File: src/rtl/fpu_op_sequencer.sv
// fpu_op_sequencer: issues one operation to a selected FPU sub-unit, holds its enable until the unit is ready,
// then returns the captured result and flags. Optional macro FPU_SEQ_TIMEOUT_EN builds the busy-wait timeout.
module fpu_op_sequencer #(
    parameter int OPERAND_WIDTH  = 32,
    parameter int NUM_UNITS      = 4,
    parameter int OP_WIDTH       = 2,
    parameter int TIMEOUT_CYCLES = 64
) (
    input  logic                               fpu_clk,
    input  logic                               fpu_rst_n,
    input  logic                               req_valid_i,
    output logic                               req_ready_o,
    input  logic [OP_WIDTH-1:0]                req_op_i,
    input  logic [OPERAND_WIDTH-1:0]           req_a_i,
    input  logic [OPERAND_WIDTH-1:0]           req_b_i,
    output logic [NUM_UNITS-1:0]               unit_en_o,
    output logic [OPERAND_WIDTH-1:0]           unit_a_o,
    output logic [OPERAND_WIDTH-1:0]           unit_b_o,
    input  logic [NUM_UNITS-1:0]               unit_ready_i,
    input  logic [NUM_UNITS*OPERAND_WIDTH-1:0] unit_result_i,
    input  logic [NUM_UNITS-1:0]               unit_overflow_i,
    input  logic [NUM_UNITS-1:0]               unit_zero_i,
    output logic                               rsp_valid_o,
    input  logic                               rsp_ready_i,
    output logic [OPERAND_WIDTH-1:0]           rsp_result_o,
    output logic [3:0]                         rsp_flags_o
);
    typedef enum logic [1:0] {
        S_IDLE = 2'd0,
        S_BUSY = 2'd1,
        S_RESP = 2'd2
    } state_t;

    state_t                     r_state;
    logic [OP_WIDTH-1:0]        r_op;
    logic                       r_req_ready;
    logic [NUM_UNITS-1:0]       r_unit_en;
    logic [OPERAND_WIDTH-1:0]   r_unit_a;
    logic [OPERAND_WIDTH-1:0]   r_unit_b;
    logic                       r_rsp_valid;
    logic [OPERAND_WIDTH-1:0]   r_rsp_result;
    logic [3:0]                 r_rsp_flags;

    logic                       w_req_fire;
    logic                       w_req_illegal;
    logic [NUM_UNITS-1:0]       w_req_onehot;
    logic                       w_sel_ready;
    logic                       w_sel_ovf;
    logic                       w_sel_zero;
    logic [OPERAND_WIDTH-1:0]   w_sel_result;
    logic                       w_timeout;

    assign w_req_fire    = req_valid_i & r_req_ready;
    assign w_req_illegal = ({1'b0, req_op_i} >= (OP_WIDTH+1)'(NUM_UNITS));
    assign w_req_onehot  = NUM_UNITS'(1'b1) << req_op_i;

    // Mux out the ready/result/flags of the unit addressed by the latched opcode
    always_comb begin
        w_sel_ready  = 1'b0;
        w_sel_ovf    = 1'b0;
        w_sel_zero   = 1'b0;
        w_sel_result = '0;
        for (int k = 0; k < NUM_UNITS; k++) begin
            w_sel_ready  = w_sel_ready | ((r_op == OP_WIDTH'(k)) & unit_ready_i[k]);
            w_sel_ovf    = w_sel_ovf   | ((r_op == OP_WIDTH'(k)) & unit_overflow_i[k]);
            w_sel_zero   = w_sel_zero  | ((r_op == OP_WIDTH'(k)) & unit_zero_i[k]);
            w_sel_result = w_sel_result
                         | ({OPERAND_WIDTH{r_op == OP_WIDTH'(k)}} & unit_result_i[k*OPERAND_WIDTH +: OPERAND_WIDTH]);
        end
    end

`ifdef FPU_SEQ_TIMEOUT_EN
    localparam int CNT_W = $clog2(TIMEOUT_CYCLES + 1);
    logic [CNT_W-1:0] r_cnt;

    // Busy-cycle counter, held at zero outside BUSY so every operation starts counting from 0
    always_ff @(posedge fpu_clk or negedge fpu_rst_n) begin
        if (!fpu_rst_n) begin
            r_cnt <= '0;
        end else if (r_state == S_BUSY) begin
            r_cnt <= r_cnt + CNT_W'(1);
        end else begin
            r_cnt <= '0;
        end
    end

    assign w_timeout = (r_cnt == CNT_W'(TIMEOUT_CYCLES - 1));
`else
    logic w_unused_timeout_cfg;
    assign w_unused_timeout_cfg = ^TIMEOUT_CYCLES;
    assign w_timeout            = 1'b0;
`endif

    // Request/response sequencing; every output is a register written here
    always_ff @(posedge fpu_clk or negedge fpu_rst_n) begin
        if (!fpu_rst_n) begin
            r_state      <= S_IDLE;
            r_op         <= '0;
            r_req_ready  <= 1'b1;
            r_unit_en    <= '0;
            r_unit_a     <= '0;
            r_unit_b     <= '0;
            r_rsp_valid  <= 1'b0;
            r_rsp_result <= '0;
            r_rsp_flags  <= 4'b0000;
        end else begin
            case (r_state)
                S_IDLE: begin
                    if (w_req_fire) begin
                        r_op        <= req_op_i;
                        r_unit_a    <= req_a_i;
                        r_unit_b    <= req_b_i;
                        r_req_ready <= 1'b0;
                        if (w_req_illegal) begin
                            r_state      <= S_RESP;
                            r_rsp_valid  <= 1'b1;
                            r_rsp_result <= '0;
                            r_rsp_flags  <= 4'b1000;
                        end else begin
                            r_state   <= S_BUSY;
                            r_unit_en <= w_req_onehot;
                        end
                    end
                end
                S_BUSY: begin
                    // Ready is tested first so it wins over a coincident timeout
                    if (w_sel_ready) begin
                        r_state      <= S_RESP;
                        r_unit_en    <= '0;
                        r_rsp_valid  <= 1'b1;
                        r_rsp_result <= w_sel_result;
                        r_rsp_flags  <= {2'b00, w_sel_ovf, w_sel_zero};
                    end else if (w_timeout) begin
                        r_state      <= S_RESP;
                        r_unit_en    <= '0;
                        r_rsp_valid  <= 1'b1;
                        r_rsp_result <= '0;
                        r_rsp_flags  <= 4'b0100;
                    end
                end
                S_RESP: begin
                    if (rsp_ready_i) begin
                        r_state     <= S_IDLE;
                        r_rsp_valid <= 1'b0;
                        r_req_ready <= 1'b1;
                    end
                end
                default: begin
                    r_state     <= S_IDLE;
                    r_unit_en   <= '0;
                    r_rsp_valid <= 1'b0;
                    r_req_ready <= 1'b1;
                end
            endcase
        end
    end

    assign req_ready_o  = r_req_ready;
    assign unit_en_o    = r_unit_en;
    assign unit_a_o     = r_unit_a;
    assign unit_b_o     = r_unit_b;
    assign rsp_valid_o  = r_rsp_valid;
    assign rsp_result_o = r_rsp_result;
    assign rsp_flags_o  = r_rsp_flags;
endmodule

File: config.mk
export PLATFORM = sky130hd
export DESIGN_NAME = fpu_op_sequencer
export DESIGN_NICKNAME = d
export VERILOG_FILES = /design/src/rtl/fpu_op_sequencer.sv
export SDC_FILE = /design/constraint.sdc
export NUM_CORES = 1
export LEC_CHECK = 0
export ABC_AREA = 1
export ABC_CLOCK_PERIOD_IN_PS = 1750
export CAP_MARGIN = 5
export CORE_AREA = 3 3 123 125
export CTS_BUF_LIST = sky130_fd_sc_hd__clkbuf_8
export DETAILED_ROUTE_END_ITERATION = 16
export DIE_AREA = 0 0 126 128
export PLACE_DENSITY = 0.79
export SLEW_MARGIN = 10
export SYNTH_ARGS = -nofsm -noshare
export SYNTH_HDL_FRONTEND = slang
export SYNTH_SLANG_ARGS = --single-unit
File: constraint.sdc
create_clock -name fpu_clk -period 1.75 [get_ports fpu_clk]
set_input_delay 0.525 -clock fpu_clk [delete_from_list [all_inputs] [get_ports fpu_clk]]
set_output_delay 0.525 -clock fpu_clk [all_outputs]
set_load 0.005 [all_outputs]
==> flow_metrics.py, run 1 <==
metrics = {
    "placed_design": {
        "portBuffers": 313,
        "place_area_sq_mm": 0.00843,
        "dpl.hpwl_microns": 13400,
        "gp_congestion": 0.859,
        "placed_cells": 1016,
    },
    "sta": {
        "fin_setup_tns_ns": 0,
        "finalSetupViolations": 0,
        "slew_violations": 0,
        "min_period_ns": 1.66,
        "post-route-period-util": 0.950,
        "max_freq_ghz": 0.601,
        "rsz0062_at_grt": "false",
        "skew_ns": 0.00932,
        "finalHoldViolCount": 0,
        "hold_ws_ns": 0.156,
    },
    "synth": {
        "yosysMostFrequentCell": "nand2_1",
        "synth_area_leader_cell": "dfrtp_1",
        "synth-main-ff-cell": "dfrtp_1",
        "synth_seq_area_share": 0.538,
        "synth-async-reset-ratio": 1.00,
        "yosysTopAreaCellShare": 0.533,
        "ys_seq_elements": 108,
        "syn_area_sq_mm": 0.00502,
        "synth-edff-count": 0,
        "synth_commonest_cells": "nand2_1 (228), dfrtp_1 (107), mux2_2 (59), nand3_1 (41), nand4_1 (34)",
        "ys_warn_count": 0,
        "avgSynthCellArea_sq_um": 9.35,
        "syn_inst": 537,
        "synthTopCellsByArea": "dfrtp_1 (53%), nand2_1 (17%), mux2_2 (13%), nand4_1 (4.2%), nand3_1 (4.1%)",
        "synthDistinctLibCells": 24,
    },
    "setup_path": {
        "crit_family": "flip-flops",
        "path_buf_inv": 1,
        "r2r-start": "r_op[0]",
        "slowest_delay_ns": 0.55,
        "crit_arrival_ns": 1.14,
        "crit_start": "req_ready_o",
        "required_ns": 1.22,
        "reg2reg_to": "rsp_result_o[12]",
        "cp-start-kind": "flip-flop",
        "cp_cell_sequence": "clkdlybuf4s15_2",
        "crit_type": "flip-flop to output port",
        "reg2reg_setup_slack_ns": 0.16,
        "crit_fanout": 2,
        "reg2regPathDepth": 7,
        "critPathSlowestCell": "dfstp_2",
        "end_kind": "output port",
    },
    "detailed_routing": {
        "vias": 5020,
        "via_per_inst": 4.82,
        "drt-pass1-iter-count": 4,
        "postRouteAntennaNets": 0,
        "wl_microns": 17400,
        "drc": 0,
        "wl_per_cell_microns": 16.7,
        "initialDrtViolationCount": 194,
    },
    "grt": {
        "track_usage": 0.214,
        "antenna_found_initial": 0,
        "gr-total-overflow": 0,
        "grt_pass1_vias": 5176,
        "grt_first_pass_wirelength_microns": 27500,
        "grt_max_degree": 79,
    },
    "power_and_ir_drop": {
        "powerDensity_mw_per_mm2": 1380,
        "seq_power_share": 0.361,
        "power_switching_share": 0.369,
        "p_leak_nw": 4.04,
        "power_frac_comb": 0.520,
        "p_sw_w": 0.00436,
        "peakVddDrop_uv": 984,
        "internal-power_w": 0.00746,
        "power.total_w": 0.0118,
        "clockPowerShare": 0.118,
    },
    "die": {
        "io-pin-count": 316,
        "die_w_microns": 126,
        "rows": 43,
        "die_h_microns": 128,
        "initial_core_util": 0.359,
        "core-area_sq_mm": 0.0140,
        "die_area_sq_mm": 0.0161,
    },
    "final_layout": {
        "fin_area_sq_mm": 0.00856,
        "drive_gt1_frac": 0.131,
        "antennaDiodeCount": 0,
        "final_cells": 1042,
        "fin_nets": 1067,
        "syn_to_final_growth_pct": 70.3,
    },
    "job": {
        "drv_cap": 0,
    },
    "cts": {
        "hold_buffers": 0,
        "cts.path.max_buffers": 2,
        "cts_tree": "yes",
        "clk_pin_slew_worst_paths_ns": 0.10,
        "cts_made_buffers": 9,
        "root_buffer": "clkbuf_8",
        "clk_latency_ns": 0.37,
        "cts_num_sinks": 108,
        "cts_max_level": 3,
    },
    "min_path": {
        "worstHoldPathType": "input port to async pin",
    },
    "outcome": {
        "status": "completed",
    },
}
kinds of logic after synthesis:
kind of cell | count (synthesis) | synth area share
AOI/OAI and AO/OA | 5 | 0.00498
and+or+nand+nor | 318 | 0.273
DFF | 108 | 0.538
muxes | 64 | 0.143
buffers and inverters | 41 | 0.0399
other | 1 | 0.000746
sequential cells by signal, indices dropped and copies added, names as in the netlist:
signal        flops
r_op              2
unit_b_o         32
r_state           2
unit_a_o         32
rsp_valid_o       1
rsp_result_o     32
req_ready_o       1
unit_en_o         4
rsp_flags_o       2
worst max path at each step:
stage          depth (start not counted)           end  slack, ns
2_1_floorplan                          5  unit_b_o[10]       0.34
3_3_place_gp                           4  unit_b_o[10]      -0.08
3_5_place_dp                           4   unit_b_o[8]      -0.11
4_1_cts                                1   req_ready_o      0.003
5_1_grt                                1   req_ready_o       0.02
6_report                               1   req_ready_o       0.09
power groups by stage:
stage | combinational, W | clock (W) | sequential, W
after floorplan | 0.00284 | 0 | 0.00439
after global placement | 0.00678 | 0 | 0.00433
after detailed placement | 0.00686 | 0 | 0.00438
after CTS | 0.00624 | 0.00147 | 0.00428
after global routing | 0.00678 | 0.00158 | 0.00443
final | 0.00615 | 0.00140 | 0.00427
placed cells by master (no fill, tap or decap), drive strengths merged, types with 10 or more instances in the layout:
master         synthesis  routed
clkbuf                 9      10
dlygate4sd2            0     103
buf                   23      28
nand4                 34      34
nand2                229     229
clkdlybuf4s50          0     208
inv                    8      10
mux2                  64      64
nand3                 42      42
dfrtp                107     107
cell type report:
type,instances,area [sq um]
flip-flops and latches,108,2700
fillers,1223,5430
clock inverters,6,40.0
multi-input cells,389,2120
clock buffers,10,138
repair buffers,340,3290
inverters,9,33.8
well taps,180,225
per-layer routing:
| metal | up-vias | wire length [microns] | global-route usage |
|---|---|---|---|
| li1 | 2410 | - | - |
| met1 | 2358 | 6460 | 0.240 |
| met2 | 226 | 8830 | 0.379 |
| met3 | 26 | 1750 | 0.0879 |
| met4 | 0 | 359 | 0.0555 |
| met5 | - | 0 | 0 |
per-stage QoR:
stage / utilization / setup WS [ns]
floorplan: - / 0.335
global placement: 0.603 / -0.0774
detailed placement: 0.603 / -0.107
CTS: 0.611 / 0.00315
global route: 0.612 / 0.0205
finish: 0.612 / 0.0868
what timing repair did:
action	CTS	global route
setup buffers	9	1
endpoints found under the setup margin	104	1
resized for setup	106	0
(Power assumes the default switching activity.)
==> run 2, diff against run 1 <==
- CTS_CLUSTER_SIZE: unset -> 30
==> results of run 2 <==
Same layout as run 1: the final DEF is identical, and so are final timing and power.
